--- src/rtl/ir_pkg.sv ---
// Shared IR pulse-distance definitions: FSM state encoding and default timing constants
// (in units of T) for the transmitter and future receiver generations.
package ir_pkg;

    typedef enum logic [2:0] {
        ST_IDLE     = 3'd0,
        ST_LEAD_ON  = 3'd1,
        ST_LEAD_OFF = 3'd2,
        ST_BIT_ON   = 3'd3,
        ST_BIT_OFF  = 3'd4,
        ST_STOP_ON  = 3'd5,
        ST_TRAIL    = 3'd6
    } ir_state_e;

    localparam int unsigned IR_LEADER_ON  = 32'd16;
    localparam int unsigned IR_LEADER_OFF = 32'd8;
    localparam int unsigned IR_REPEAT_OFF = 32'd4;
    localparam int unsigned IR_TRAILER    = 32'd8;
    localparam int unsigned IR_BIT0_SPACE = 32'd1;
    localparam int unsigned IR_BIT1_SPACE = 32'd3;

    function automatic logic is_mark(input ir_state_e s);
        return (s == ST_LEAD_ON) || (s == ST_BIT_ON) || (s == ST_STOP_ON);
    endfunction

endpackage

--- src/rtl/ir_unit_timer.sv ---
// Timing-unit generator: a prescaler dividing the clock into units of T_CLKS cycles and a
// counter of whole units elapsed; both return to zero whenever clear is asserted.
module ir_unit_timer #(
    parameter int unsigned T_CLKS = 32'd16,
    parameter int unsigned UNIT_W = 32'd5
) (
    input  logic              clock,
    input  logic              reset,
    input  logic              clear,
    output logic              unit_tick,
    output logic [UNIT_W-1:0] units_elapsed
);

    localparam int unsigned PRE_W = $clog2(T_CLKS);

    logic [PRE_W-1:0]  pre_q,   pre_d;
    logic [UNIT_W-1:0] units_q, units_d;

    assign unit_tick     = (pre_q == PRE_W'(T_CLKS - 32'd1));
    assign units_elapsed = units_q;

    // Next prescaler / unit count
    always_comb begin
        pre_d   = pre_q;
        units_d = units_q;
        if (clear) begin
            pre_d   = {PRE_W{1'b0}};
            units_d = {UNIT_W{1'b0}};
        end else if (unit_tick) begin
            pre_d   = {PRE_W{1'b0}};
            units_d = units_q + 1'b1;
        end else begin
            pre_d   = pre_q + 1'b1;
        end
    end

    // Counter registers
    always_ff @(posedge clock) begin
        if (reset) begin
            pre_q   <= {PRE_W{1'b0}};
            units_q <= {UNIT_W{1'b0}};
        end else begin
            pre_q   <= pre_d;
            units_q <= units_d;
        end
    end

endmodule

--- src/rtl/ir_frame_transmitter.sv ---
// Pulse-distance IR frame transmitter: leader, LSB-first data bits, stop mark and trailer,
// plus a short repeat frame, with optional carrier modulation of marks.
module ir_frame_transmitter
    import ir_pkg::*;
#(
    parameter int unsigned DATA_WIDTH  = 32'd32,
    parameter int unsigned T_CLKS      = 32'd16,
    parameter int unsigned CARRIER_DIV = 32'd4,
    parameter bit          MODULATE    = 1'b1,
    parameter int unsigned LEADER_ON   = IR_LEADER_ON,
    parameter int unsigned LEADER_OFF  = IR_LEADER_OFF,
    parameter int unsigned REPEAT_OFF  = IR_REPEAT_OFF,
    parameter int unsigned TRAILER     = IR_TRAILER
) (
    input  logic                  clock,
    input  logic                  reset,
    input  logic [DATA_WIDTH-1:0] tx_data,
    input  logic                  tx_start,
    input  logic                  tx_repeat,
    output logic                  tx_port,
    output logic                  tx_busy,
    output logic                  tx_done
);

    localparam int unsigned UNIT_W = $clog2(LEADER_ON + LEADER_OFF + REPEAT_OFF + TRAILER + IR_BIT1_SPACE + 32'd1);
    localparam int unsigned BIT_W  = (DATA_WIDTH > 32'd1) ? $clog2(DATA_WIDTH) : 32'd1;
    localparam int unsigned PH_W   = $clog2(CARRIER_DIV);

    ir_state_e             state_q, state_d;
    logic [DATA_WIDTH-1:0] shift_q, shift_d;
    logic [BIT_W-1:0]      bit_idx_q, bit_idx_d;
    logic                  is_repeat_q, is_repeat_d;
    logic [PH_W-1:0]       phase_q, phase_d;
    logic                  tx_port_q, tx_port_d;
    logic                  tx_busy_q, tx_busy_d;
    logic                  tx_done_q, tx_done_d;

    logic                  unit_tick_s;
    logic [UNIT_W-1:0]     units_s;
    logic [UNIT_W-1:0]     units_target_s;
    logic                  state_end_s;
    logic                  timer_clear_s;

    ir_unit_timer #(
        .T_CLKS (T_CLKS),
        .UNIT_W (UNIT_W)
    ) u_timer (
        .clock         (clock),
        .reset         (reset),
        .clear         (timer_clear_s),
        .unit_tick     (unit_tick_s),
        .units_elapsed (units_s)
    );

    // Last unit index of the current state; the state ends on that unit's final tick
    always_comb begin
        units_target_s = {UNIT_W{1'b0}};
        case (state_q)
            ST_LEAD_ON:  units_target_s = UNIT_W'(LEADER_ON - 32'd1);
            ST_LEAD_OFF: units_target_s = is_repeat_q ? UNIT_W'(REPEAT_OFF - 32'd1)
                                                      : UNIT_W'(LEADER_OFF - 32'd1);
            ST_BIT_ON:   units_target_s = {UNIT_W{1'b0}};
            ST_BIT_OFF:  units_target_s = shift_q[0] ? UNIT_W'(IR_BIT1_SPACE - 32'd1)
                                                     : UNIT_W'(IR_BIT0_SPACE - 32'd1);
            ST_STOP_ON:  units_target_s = {UNIT_W{1'b0}};
            ST_TRAIL:    units_target_s = UNIT_W'(TRAILER - 32'd1);
            default:     units_target_s = {UNIT_W{1'b0}};
        endcase
    end

    assign state_end_s = unit_tick_s && (units_s == units_target_s);

    // Frame sequencing, carrier phase and registered output values
    always_comb begin
        state_d     = state_q;
        shift_d     = shift_q;
        bit_idx_d   = bit_idx_q;
        is_repeat_d = is_repeat_q;
        case (state_q)
            ST_IDLE: begin
                if (tx_start) begin
                    state_d     = ST_LEAD_ON;
                    shift_d     = tx_data;
                    is_repeat_d = 1'b0;
                end else if (tx_repeat) begin
                    state_d     = ST_LEAD_ON;
                    is_repeat_d = 1'b1;
                end else begin
                    state_d     = ST_IDLE;
                end
            end
            ST_LEAD_ON: begin
                if (state_end_s) state_d = ST_LEAD_OFF;
                else             state_d = ST_LEAD_ON;
            end
            ST_LEAD_OFF: begin
                if (state_end_s) begin
                    state_d   = is_repeat_q ? ST_STOP_ON : ST_BIT_ON;
                    bit_idx_d = {BIT_W{1'b0}};
                end else begin
                    state_d   = ST_LEAD_OFF;
                end
            end
            ST_BIT_ON: begin
                if (state_end_s) state_d = ST_BIT_OFF;
                else             state_d = ST_BIT_ON;
            end
            ST_BIT_OFF: begin
                if (state_end_s) begin
                    shift_d = shift_q >> 1;
                    if (bit_idx_q == BIT_W'(DATA_WIDTH - 32'd1)) begin
                        state_d = ST_STOP_ON;
                    end else begin
                        state_d   = ST_BIT_ON;
                        bit_idx_d = bit_idx_q + 1'b1;
                    end
                end else begin
                    state_d = ST_BIT_OFF;
                end
            end
            ST_STOP_ON: begin
                if (state_end_s) state_d = ST_TRAIL;
                else             state_d = ST_STOP_ON;
            end
            ST_TRAIL: begin
                if (state_end_s) state_d = ST_IDLE;
                else             state_d = ST_TRAIL;
            end
            default: state_d = ST_IDLE;
        endcase

        timer_clear_s = (state_d != state_q) || (state_q == ST_IDLE);

        // The carrier phase restarts on entry to every mark so each mark begins high
        if (!is_mark(state_d) || (state_d != state_q)) begin
            phase_d = {PH_W{1'b0}};
        end else if (phase_q == PH_W'(CARRIER_DIV - 32'd1)) begin
            phase_d = {PH_W{1'b0}};
        end else begin
            phase_d = phase_q + 1'b1;
        end

        tx_port_d = is_mark(state_d) && (!MODULATE || (phase_d < PH_W'(CARRIER_DIV / 32'd2)));
        tx_busy_d = (state_d != ST_IDLE);
        tx_done_d = (state_q == ST_TRAIL) && state_end_s;
    end

    // State and output registers
    always_ff @(posedge clock) begin
        if (reset) begin
            state_q     <= ST_IDLE;
            shift_q     <= {DATA_WIDTH{1'b0}};
            bit_idx_q   <= {BIT_W{1'b0}};
            is_repeat_q <= 1'b0;
            phase_q     <= {PH_W{1'b0}};
            tx_port_q   <= 1'b0;
            tx_busy_q   <= 1'b0;
            tx_done_q   <= 1'b0;
        end else begin
            state_q     <= state_d;
            shift_q     <= shift_d;
            bit_idx_q   <= bit_idx_d;
            is_repeat_q <= is_repeat_d;
            phase_q     <= phase_d;
            tx_port_q   <= tx_port_d;
            tx_busy_q   <= tx_busy_d;
            tx_done_q   <= tx_done_d;
        end
    end

    assign tx_port = tx_port_q;
    assign tx_busy = tx_busy_q;
    assign tx_done = tx_done_q;

endmodule
--- config.mk ---
export PLATFORM = sky130hd
export DESIGN_NAME = ir_frame_transmitter
export DESIGN_NICKNAME = d
export VERILOG_FILES = /design/src/rtl/ir_pkg.sv /design/src/rtl/ir_unit_timer.sv /design/src/rtl/ir_frame_transmitter.sv
export SDC_FILE = /design/constraint.sdc
export NUM_CORES = 1
export LEC_CHECK = 0
export BUFFER_PORTS_ARGS = -buffer_cell sky130_fd_sc_hd__buf_2
export CAP_MARGIN = 30
export CORE_MARGIN = 4
export CORE_UTILIZATION = 35
export DETAILED_ROUTE_END_ITERATION = 12
export PLACE_DENSITY = 0.62
export SLEW_MARGIN = 25
export SYNTH_ARGS = -nofsm -noshare
export SYNTH_HDL_FRONTEND = slang
export SYNTH_SLANG_ARGS = --single-unit
--- constraint.sdc ---
create_clock -name clock -period 2 [get_ports clock]
set_input_delay 0.2 -clock clock [delete_from_list [all_inputs] [get_ports clock]]
set_output_delay 0.2 -clock clock [all_outputs]
set_load 0.02 [all_outputs]
# Word-level counts from Yosys, hierarchy flattened
# Index checks and enable logic that the tools add are counted.
[word_totals]
register_bits = 56
out_inout_bits = 3
word_cells = 76
[classes]
add_sub_neg = 4
order_cmp = 1
n_eq_ne = 18
n_mux = 25
n_reduce_logical = 18
[op_table]
columns = ["operator", "count"]
rows = [
  ["2-to-1 mux 32 bit", 2],
  ["one-hot mux 32 bit (2 select lines)", 1],
  ["2-to-1 mux 3 bit", 7],
  ["one-hot mux 3 bit (7 select lines)", 1],
  ["one-hot mux 4 bit (4 select lines)", 1],
  ["2-to-1 mux 5 bit", 3],
  ["== test 3 bit, second input constant", 4],
  ["2-to-1 mux 2 bit", 5],
  ["one-hot mux 5 bit (2 select lines)", 1],
  ["== test 3 x 2 -> 1 bit, second input constant", 3],
  ["inequality test 2 bit, second input constant", 4],
  ["adder 6 x 1 -> 6 bit, second input constant", 1],
  ["== test 3 x 1 -> 1 bit, second input constant", 2],
  ["== test 6 bit", 1],
  ["nonzero test 2 bit", 3],
  ["adder 5 x 1 -> 5 bit, second input constant", 1],
  ["== test 5 bit, second input constant", 1],
  ["adder 4 x 1 -> 4 bit, second input constant", 1],
  ["== test 4 bit, second input constant", 1],
  ["logical OR 1 bit", 4],
  ["2-to-1 mux 1 bit", 4],
  ["AND reduction 4 bit", 1],
  ["logical AND 1 bit", 3],
  ["zero test 3 bit", 1],
  ["other kinds (10)", 10],
]

# Logic depth before layout (Yosys ltp)
# Gate-level depths: netlist of the first run.
[depth]
ltp_word = 14
depth_mapped = 8

# Cells and area by module
# From an unflattened synthesis of the first run, not the netlist that was laid out.
[hier_totals]
hier_cells = 336
hier_area_um2 = 2705.1
[by_module_without_submodules]
columns = ["mod", "instances", "cells_each", "area_each_um2", "seq_area_each_um2"]
rows = [
  ["ir_frame_transmitter", 1, 290, 2289.7, 920.9],
  ["ir_unit_timer", 1, 46, 415.4, 200.2],
]

# Least setup slack after synthesis of the first run
# No wires, ideal clock.
[synth_path]
path_kind = "flip-flop to flip-flop"
startpoint = "register u_timer.pre_q[0]"
endpoint = "register u_timer.pre_q[1]"
arrival_time_ps = 1854
required_ps = 1870
setup_slack_ps = 16
path_stages_with_launch = 9
period_less_slack_ps = 1984
cell_sequence = "dfxtp_1 > ha_1 > nand3_1 > or3_1 > nor2_1 > o211ai_2 > nand4bb_1 > clkbuf_1 > nor3b_1"
[synth_between]
elab_chain_cells = 7
elab_cells_between_ends = 13
cone_classes = "add/sub (1); eq/ne (2); mux (7); reduce/logical (3)"
[synth_rtl]
columns = ["item", "line", "source"]
rows = [
  ["start, declared", "ir_unit_timer.sv:16", "logic [PRE_W-1:0] pre_q, pre_d;"],
  ["start signal, assigned", "ir_unit_timer.sv:40", "pre_q <= {PRE_W{1'b0}};"],
  ["start signal, assigned", "ir_unit_timer.sv:43", "pre_q <= pre_d;"],
  ["== test 4 bit", "ir_unit_timer.sv:19", "assign unit_tick = (pre_q == PRE_W'(T_CLKS - 32'd1));"],
  ["logical AND 1 bit", "ir_frame_transmitter.sv:71", "assign state_end_s = unit_tick_s && (units_s == units_target_s);"],
  ["2-to-1 mux 2 bit (tied with other cells)", "ir_frame_transmitter.sv:93, ir_frame_transmitter.sv:122", ""],
  ["one-hot mux 3 bit (7 select lines)", "ir_frame_transmitter.sv:79", "case (state_q)"],
  ["inequality test 3 bit", "ir_frame_transmitter.sv:132", "timer_clear_s = (state_d != state_q) || (state_q == ST_IDLE);"],
  ["logical OR 1 bit", "ir_frame_transmitter.sv:132", ""],
  ["OR reduction 3 bit (no source line)", "-", ""],
]
# Several ways; a longest one is shown, not always the timed one.
# A chain may end at the register's enable or synchronous reset.

# Worst setup path in the final report of the first run
[layout_path]
startpoint = "register state_q[1]"
endpoint = "register bit_idx_q[3]"
[layout_between]
elab_chain_cells = 6
elab_cells_between_ends = 13
cone_classes = "eq/ne (8); mux (2); reduce/logical (3)"
[layout_rtl]
columns = ["item", "line", "source"]
rows = [
  ["start, declared", "ir_frame_transmitter.sv:29", "ir_state_e state_q, state_d;"],
  ["start signal, assigned", "ir_frame_transmitter.sv:160", "state_q <= state_d;"],
  ["== test 3 bit (tied with other cells)", "ir_frame_transmitter.sv:58", "case (state_q)"],
  ["one-hot mux 4 bit (4 select lines)", "ir_frame_transmitter.sv:58", ""],
  ["== test 6 bit", "ir_frame_transmitter.sv:71", ""],
  ["logical AND 1 bit", "ir_frame_transmitter.sv:71", ""],
  ["inequality test 2 bit (no source line)", "-", ""],
  ["AND reduction 4 bit (no source line)", "-", ""],
  ["end signal, assigned", "ir_frame_transmitter.sv:153", "bit_idx_q <= {BIT_W{1'b0}};"],
  ["end signal, assigned", "ir_frame_transmitter.sv:162", "bit_idx_q <= bit_idx_d;"],
  ["end, declared", "ir_frame_transmitter.sv:31", "logic [BIT_W-1:0] bit_idx_q, bit_idx_d;"],
]
# Several ways; a longest one is shown, not always the timed one.

==> reports/qor.yml, run 1 <==
status: "finished, violations left"
failed_checks: "negative setup slack"
fillers: 791
dr.pass1.iters: 4
design_area_um2: 4070
hold_viol: 0
syn_inst: 377
grtUsageTotal_pct: 15.4
synth_nets: 418
synth_area_leaders: "dfxtp_1, nand2_1, a22o_1"
final_cell_mix: "nand2_1, dfxtp_1, buf_4"
layout-drive-gt1-share_pct: 36.0
fin_skew_ns: 0.00471
hp-class: "in -> reg"
finalSetupViolCount: 4
yosys_warnings: 0
grt_max_degree: 48
instances_no_fill: 558
grt_use_met3_pct: 2.64
grt_pass1_vias: 2809
reg2reg_to: "bit_idx_q[3]"
initial_core_util_pct: 36.0
port_buffers: 38
cts.sinks: 56
cap_violations: 0
ff2ff_setup_slack_ns: -0.04
synth-edff-count: 0
async_reset_ff_share_pct: 0
clock_latency_ns: 0.30
syn_avg_cell_area_um2: 7.84
cts_tree: "built"
critical_path_class: "reg -> reg"
hold_path_end: "shift_q[31]"
antennaDiodeCount: 0
slew_headroom_pct: 60.3
postRouteAntennaNets: 0
rsz0062_at_grt: "true"
use_met1_pct: 21.8
fin_crit_sh_pct: 102
syn_to_final_growth_pct: 37.8
hold_path.startpoint: "tx_data[31]"
drtIter0Drc: 160
slew_violations: 0
wl_per_cell_um: 14.3
critPathRequiredTime_ns: 2.26
crit_fanout: 4
ys_seq_elements: 56
num_vias: 2949
worst_slew_pin_slew_ns: 0.596
cts_max_level: 2
vias_per_cell: 5.28
grt_first_pass_wirelength_mm: 13.0
core_area_um2: 8220
drc: 0
fmax_mhz: 491
p_leak_nw: 1.66
dp_hpwl_mm: 4.93
clk_pin_slew_ns: 0.10
cts_hold_repair.buffers: 0
yosysTopAreaCellShare_pct: 38.0
fin_nets: 493
fin_ws_ns: -0.0363
ys_types: 46
io_pins: 39
dieArea_um2: 9970
die_y_um: 99.9
min_period_ns: 2.04
grt-ovfl-total: 0
num_rows: 33
synth_area_um2: 2950
gp_congestion: 0.778
holdPathStages: 3
yosysTopAreaCell: "dfxtp_1"
startpoint: "state_q[1]"
postPlaceCellArea_um2: 3550
pwr_density_cell_nw_per_um2: 528
synth_top_flop_cell: "dfxtp_1"
routed_wl_mm: 7.99
r2r-start: "state_q[1]"
final_common_cell: "nand2_1"
cts-root-buf: "clkbuf_8"
antenna_found_initial: 0
peakVddDrop_v: 0.000345
crit_arrival_ns: 2.29
dp_cells: 534
die_x_um: 99.9
reg2reg_depth: 9
synth-seq-area-share_pct: 38.0
cts_max_path_buffers: 2
crit_path_start_kind: "flip-flop"
grt_busiest_layer: "met2"
numCtsBuffers: 5
endpoint_kind: "flip-flop"
gr-usage-met2_pct: 25.2
==> how the worst max path moves through the flow <==
stage | to | slack, ns | cells past startpoint
floorplan | u_timer.pre_q[1] | 0.02 | 8
global placement | tx_busy | -0.03 | 7
detailed placement | shift_q[18] | -0.05 | 7
CTS | shift_q[20] | -0.01 | 8
global route | bit_idx_q[3] | -0.12 | 9
finish | bit_idx_q[3] | -0.04 | 9
==> final cells by class <==
type / instances / area [um^2] / area share, %
Multi-Input combinational cell: 285 / 1930 / 47.3
Sequential cell: 56 / 1130 / 27.8
Timing Repair Buffer: 100 / 777 / 19.1
Tap cell: 105 / 131 / 3.23
Clock buffer: 8 / 90.1 / 2.21
Inverter: 4 / 15.0 / 0.369
==> stage by stage <==
| step | hold slack [ns] | util [%] | power [mW] | setup WS [ns] | setup TNS (ns) |
|---|---|---|---|---|---|
| final | 0.151 | 49.6 | 2.15 | -0.0363 | -0.0541 |
| after CTS | 0.137 | 46.3 | 2.13 | -0.0132 | -0.0227 |
| after detailed placement | 0.424 | 43.2 | 1.48 | -0.0460 | -0.734 |
| after floorplan | 0.340 | - | 1.37 | 0.0158 | 0 |
| after global placement | 0.414 | 43.2 | 1.47 | -0.0260 | -0.0260 |
| after global routing | 0.157 | 49.6 | 2.24 | -0.120 | -2.11 |
==> what timing repair did <==
item / 4_1_cts / 5_1_grt
hold endpoints to repair: 0 / 0
buffers inserted: 6 / 10
pin swaps: 2 / 52
setup endpoints to repair: 37 / 42
gates resized for setup: 14 / 55
cloned: 2 / 1
==> power by group <==
group | internal, mW | switching (mW) | leakage, nW
Combinational | 0.152 | 0.162 | 1.15
Clock | 0.284 | 0.361 | 0.0455
Sequential | 1.16 | 0.0295 | 0.459
Total | 1.60 | 0.553 | 1.66
==> critical path, stage by stage (launching register included) <==
cell	delay (ns)
dfxtp_4	0.37
buf_6	0.13
nor3_4	0.22
a21oi_4	0.06
a211oi_4	0.35
buf_6	0.17
buf_6	0.10
o2111a_2	0.24
nor4b_4	0.21
o21ba_2	0.15
==> state kept, by name, summed over array words and instances, names as in the netlist <==
signal and cells:
shift_q 32, u_timer.units_elapsed 6, bit_idx_q 5, u_timer.pre_q 4, state_q 3, phase_q 2, is_repeat_q 1, tx_busy 1
tx_done 1, tx_port 1
==> synthesized netlist by cell type, types with 2 or more instances <==
cell type and n:
xnor2_1 5, clkbuf_1 25, dfxtp_1 56, buf_2 5, inv_1 4, nand4b_1 3, xor2_1 5, nor3b_1 2
nor4b_1 2, nor2_1 19, nor2b_1 3, nand4_1 4, o2111ai_1 3, a21oi_1 39, a211oi_1 2, a21oi_2 2
ha_1 5, a2111oi_0 2, o21ai_0 6, and3_1 3, nor3_1 10, and2_1 2, a211o_1 3, nand2b_1 3
mux2i_1 2, a22o_1 31, buf_4 2, nand2_1 77, nand3_1 35
==> routing by layer <==
metal,up-vias,wire length [um]
li1,1486,-
met1,1390,3700
met2,67,3840
met3,6,380
met4,0,63
met5,-,0
==> cell families after synthesis <==
logic type | after synthesis | synth area share (%)
flops | 56 | 38.0
xor+xnor | 11 | 3.52
mux | 2 | 0.678
compound gates | 97 | 23.7
buf+inv | 36 | 5.04
fa+ha+maj | 5 | 2.12
simple gates | 170 | 27.0
No activity file was read; power rests on OpenSTA's default activity.
==> inputs of run 2 (changes only) <==
CORE_UTILIZATION = 52   (was 35)
PLACE_DENSITY = 0.83   (was 0.62)
==> run 2 against run 1 <==
The flow still finishes with violations (negative setup slack). Worst setup slack improved by 0.025 ns. Wire length shrank 12%. Die area shrank 30%. Critical path type unchanged. Critical endpoint is now tx_busy. Largest power group unchanged.
==> reports/qor.yml, run 2 (synthesized netlist as in run 1, its figures left out) <==
critical_path_class: "reg -> reg"
slowest_delay_ns: 0.39  # +0.02 ns
cts_tree: "built"
path_cells: "nor2b_2, o21a_1, o21a_2, o211ai_2, buf_4, mux2i_1, nand4b_1"
vias_per_cell: 5.66  # +7.2%
grt-ovfl-total: 0  # unchanged
grt_pass1_vias: 2643  # -5.9%
post-place-ws_ns: -0.0912  # -0.0451 ns
cts_max_level: 2  # unchanged
dp_cells: 491  # -8.1%
holdPathStages: 3  # unchanged
cts_hold_repair.buffers: 0  # unchanged
numCtsBuffers: 5  # unchanged
fin_skew_ns: 0.0127  # +0.00794 ns
min_period_ns: 2.01  # -0.0250 ns
reg2reg_depth: 7  # -2
clock_latency_ns: 0.32  # +0.02 ns
status: "finished, violations left"
endpoint_kind: "flip-flop"
finalSetupViolCount: 1  # -3
drc: 0  # unchanged
final_common_cell: "nand2_1"
switching_share_pct: 23.0  # -2.7 points
num_rows: 27  # -18%
core_area_um2: 5510  # -33%
r2r-start: "state_q[1]"
initial_core_util_pct: 53.6  # +18 points
crit_slowest_cell: "dfxtp_4"
grt_max_degree: 64  # +33%
hold_path.startpoint: "tx_data[31]"
peakVddDrop_v: 0.000388  # +13%
p_sw_mw: 0.534  # -3.4%
dieArea_um2: 6950  # -30%
fmax_mhz: 497  # +1.2%
largest_reg_flops: 32  # unchanged
num_vias: 2860  # -3.0%
dr.pass1.iters: 4  # unchanged
io_pins: 39  # unchanged
rsz0062_at_grt: "true"
design_area_um2: 3710  # -8.9%
postRouteAntennaNets: 0  # unchanged
antennaDiodeCount: 0  # unchanged
syn_to_final_growth_pct: 25.6
top_register: "shift_q"
cts_max_path_buffers: 2  # unchanged
crit_arrival_ns: 2.21  # -0.08 ns
cts-root-buf: "clkbuf_8"
finalSetupTns_ns: -0.0113  # +0.0427 ns
grtUsageTotal_pct: 20.2  # +4.8 points
cap_violations: 0  # unchanged
p_int_mw: 1.79  # +12%
routed_wl_mm: 7.06  # -12%
crit_fanout: 6  # +2
critPathRequiredTime_ns: 2.19  # -0.07 ns
fin_ws_ns: -0.0113  # +0.0250 ns
final_cell_mix: "nand2_1, dfxtp_1, buf_2"
slew_violations: 0  # unchanged
instances_no_fill: 505  # -9.5%
postPlaceCellArea_um2: 3410  # -4.0%
p_leak_nw: 1.54  # -7.4%
die_y_um: 83.4  # -17%
fillers: 443  # -44%
wl_per_cell_um: 14.0  # -2.3%
slew_headroom_pct: 67.4  # +7.2 points
clkPwrFrac_pct: 36.8  # +6.8 points
worst_slew_pin_slew_ns: 0.476  # -0.120 ns
hp-class: "in -> reg"
die_x_um: 83.4  # -17%
port_buffers: 38  # unchanged
fin_nets: 474  # -3.9%
gp_congestion: 0.910  # +17%
dp_hpwl_mm: 4.72  # -4.3%
fin_crit_sh_pct: 101  # -1.3 points
seqPwrFrac_pct: 51.1  # -4.2 points
layout-drive-gt1-share_pct: 27.5  # -8.5 points
hold_viol: 0  # unchanged
crit_path_start_kind: "flip-flop"
cts.sinks: 56  # unchanged
pwr_density_cell_nw_per_um2: 626  # +19%
failed_checks: "negative setup slack"
final_core_util_pct: 67.4  # +18 points
comb_power_share_pct: 12.0  # -2.6 points
grt_first_pass_wirelength_mm: 11.8  # -8.7%
antenna_found_initial: 0  # unchanged
clk_pin_slew_ns: 0.10  # about the same
hold_path_end: "shift_q[31]"
ff2ff_setup_slack_ns: -0.01  # +0.03 ns
reg2reg_to: "tx_busy"
drtIter0Drc: 188  # +18%
run 2: cell count changes in the layout (fill, tap and decap cells not counted), sizes merged:
cell / previous run / this run
bufinv: 0 / 2
buf: 99 / 81
clkbuf: 9 / 5
run 2: timing repair:
item | CTS | global route
pin swaps | 0 | 6
gates cloned | 0 | 0
buffers inserted | 0 | 7
gates resized for setup | 7 | 27
endpoints found under the setup margin | 40 | 44
run 2: how the worst max path moves through the flow:
stage | cells past startpoint | start | endpoint | slack [ns]
global placement | 8 | state_q[2] | tx_busy | -0.02
global route | 7 | state_q[2] | shift_q[29] | -0.09
floorplan | 8 | u_timer.pre_q[0] | u_timer.pre_q[1] | 0.02
CTS | 7 | state_q[1] | tx_busy | 0.005
detailed placement | 8 | state_q[2] | shift_q[30] | -0.09
finish | 7 | state_q[1] | tx_busy | -0.01
run 2: per-stage QoR:
step / power (mW) / hold WS [ns]
3_3_place_gp: 1.46 / 0.413
3_5_place_dp: 1.47 / 0.440
2_1_floorplan: 1.37 / 0.340
6_report: 2.32 / 0.143
4_1_cts: 2.32 / 0.143
5_1_grt: 2.41 / 0.184
run 2: cell type report:
class	instances	area (um^2)	area share [%]
clock inverter	2	60.1	1.62
timing repair buffer	81	553	14.9
clock buffer	5	68.8	1.85
tap	72	90.1	2.43
inverter	4	15.0	0.405
sequential	56	1130	30.5
multi-input combinational	285	1790	48.3
run 2: power groups by stage:
| stage | registers [mW] | logic [mW] | clock network, mW |
|---|---|---|---|
| 3_5_place_dp | 1.21 | 0.261 | 0 |
| 3_3_place_gp | 1.21 | 0.253 | 0 |
| 5_1_grt | 1.19 | 0.309 | 0.907 |
| 2_1_floorplan | 1.21 | 0.162 | 0 |
| 4_1_cts | 1.19 | 0.264 | 0.867 |
| 6_report | 1.19 | 0.279 | 0.855 |
run 2: routing by layer:
layer	share of wire (%)	track usage [%]	vias up
li1	-	-	1447
met1	44	26.2	1327
met2	49	33.7	77
met3	5.0	3.97	9
met4	1.7	6.54	0
met5	0	0	-
run 2: critical path: cells and delay by family, from the launching register on:
family                 cells  cell delay, ns
AOI/OAI and AO/OA          3            0.75
DFF                        1            0.39
and+or+nand+nor            2            0.31
muxes                      1            0.24
buffers and inverters      1            0.20
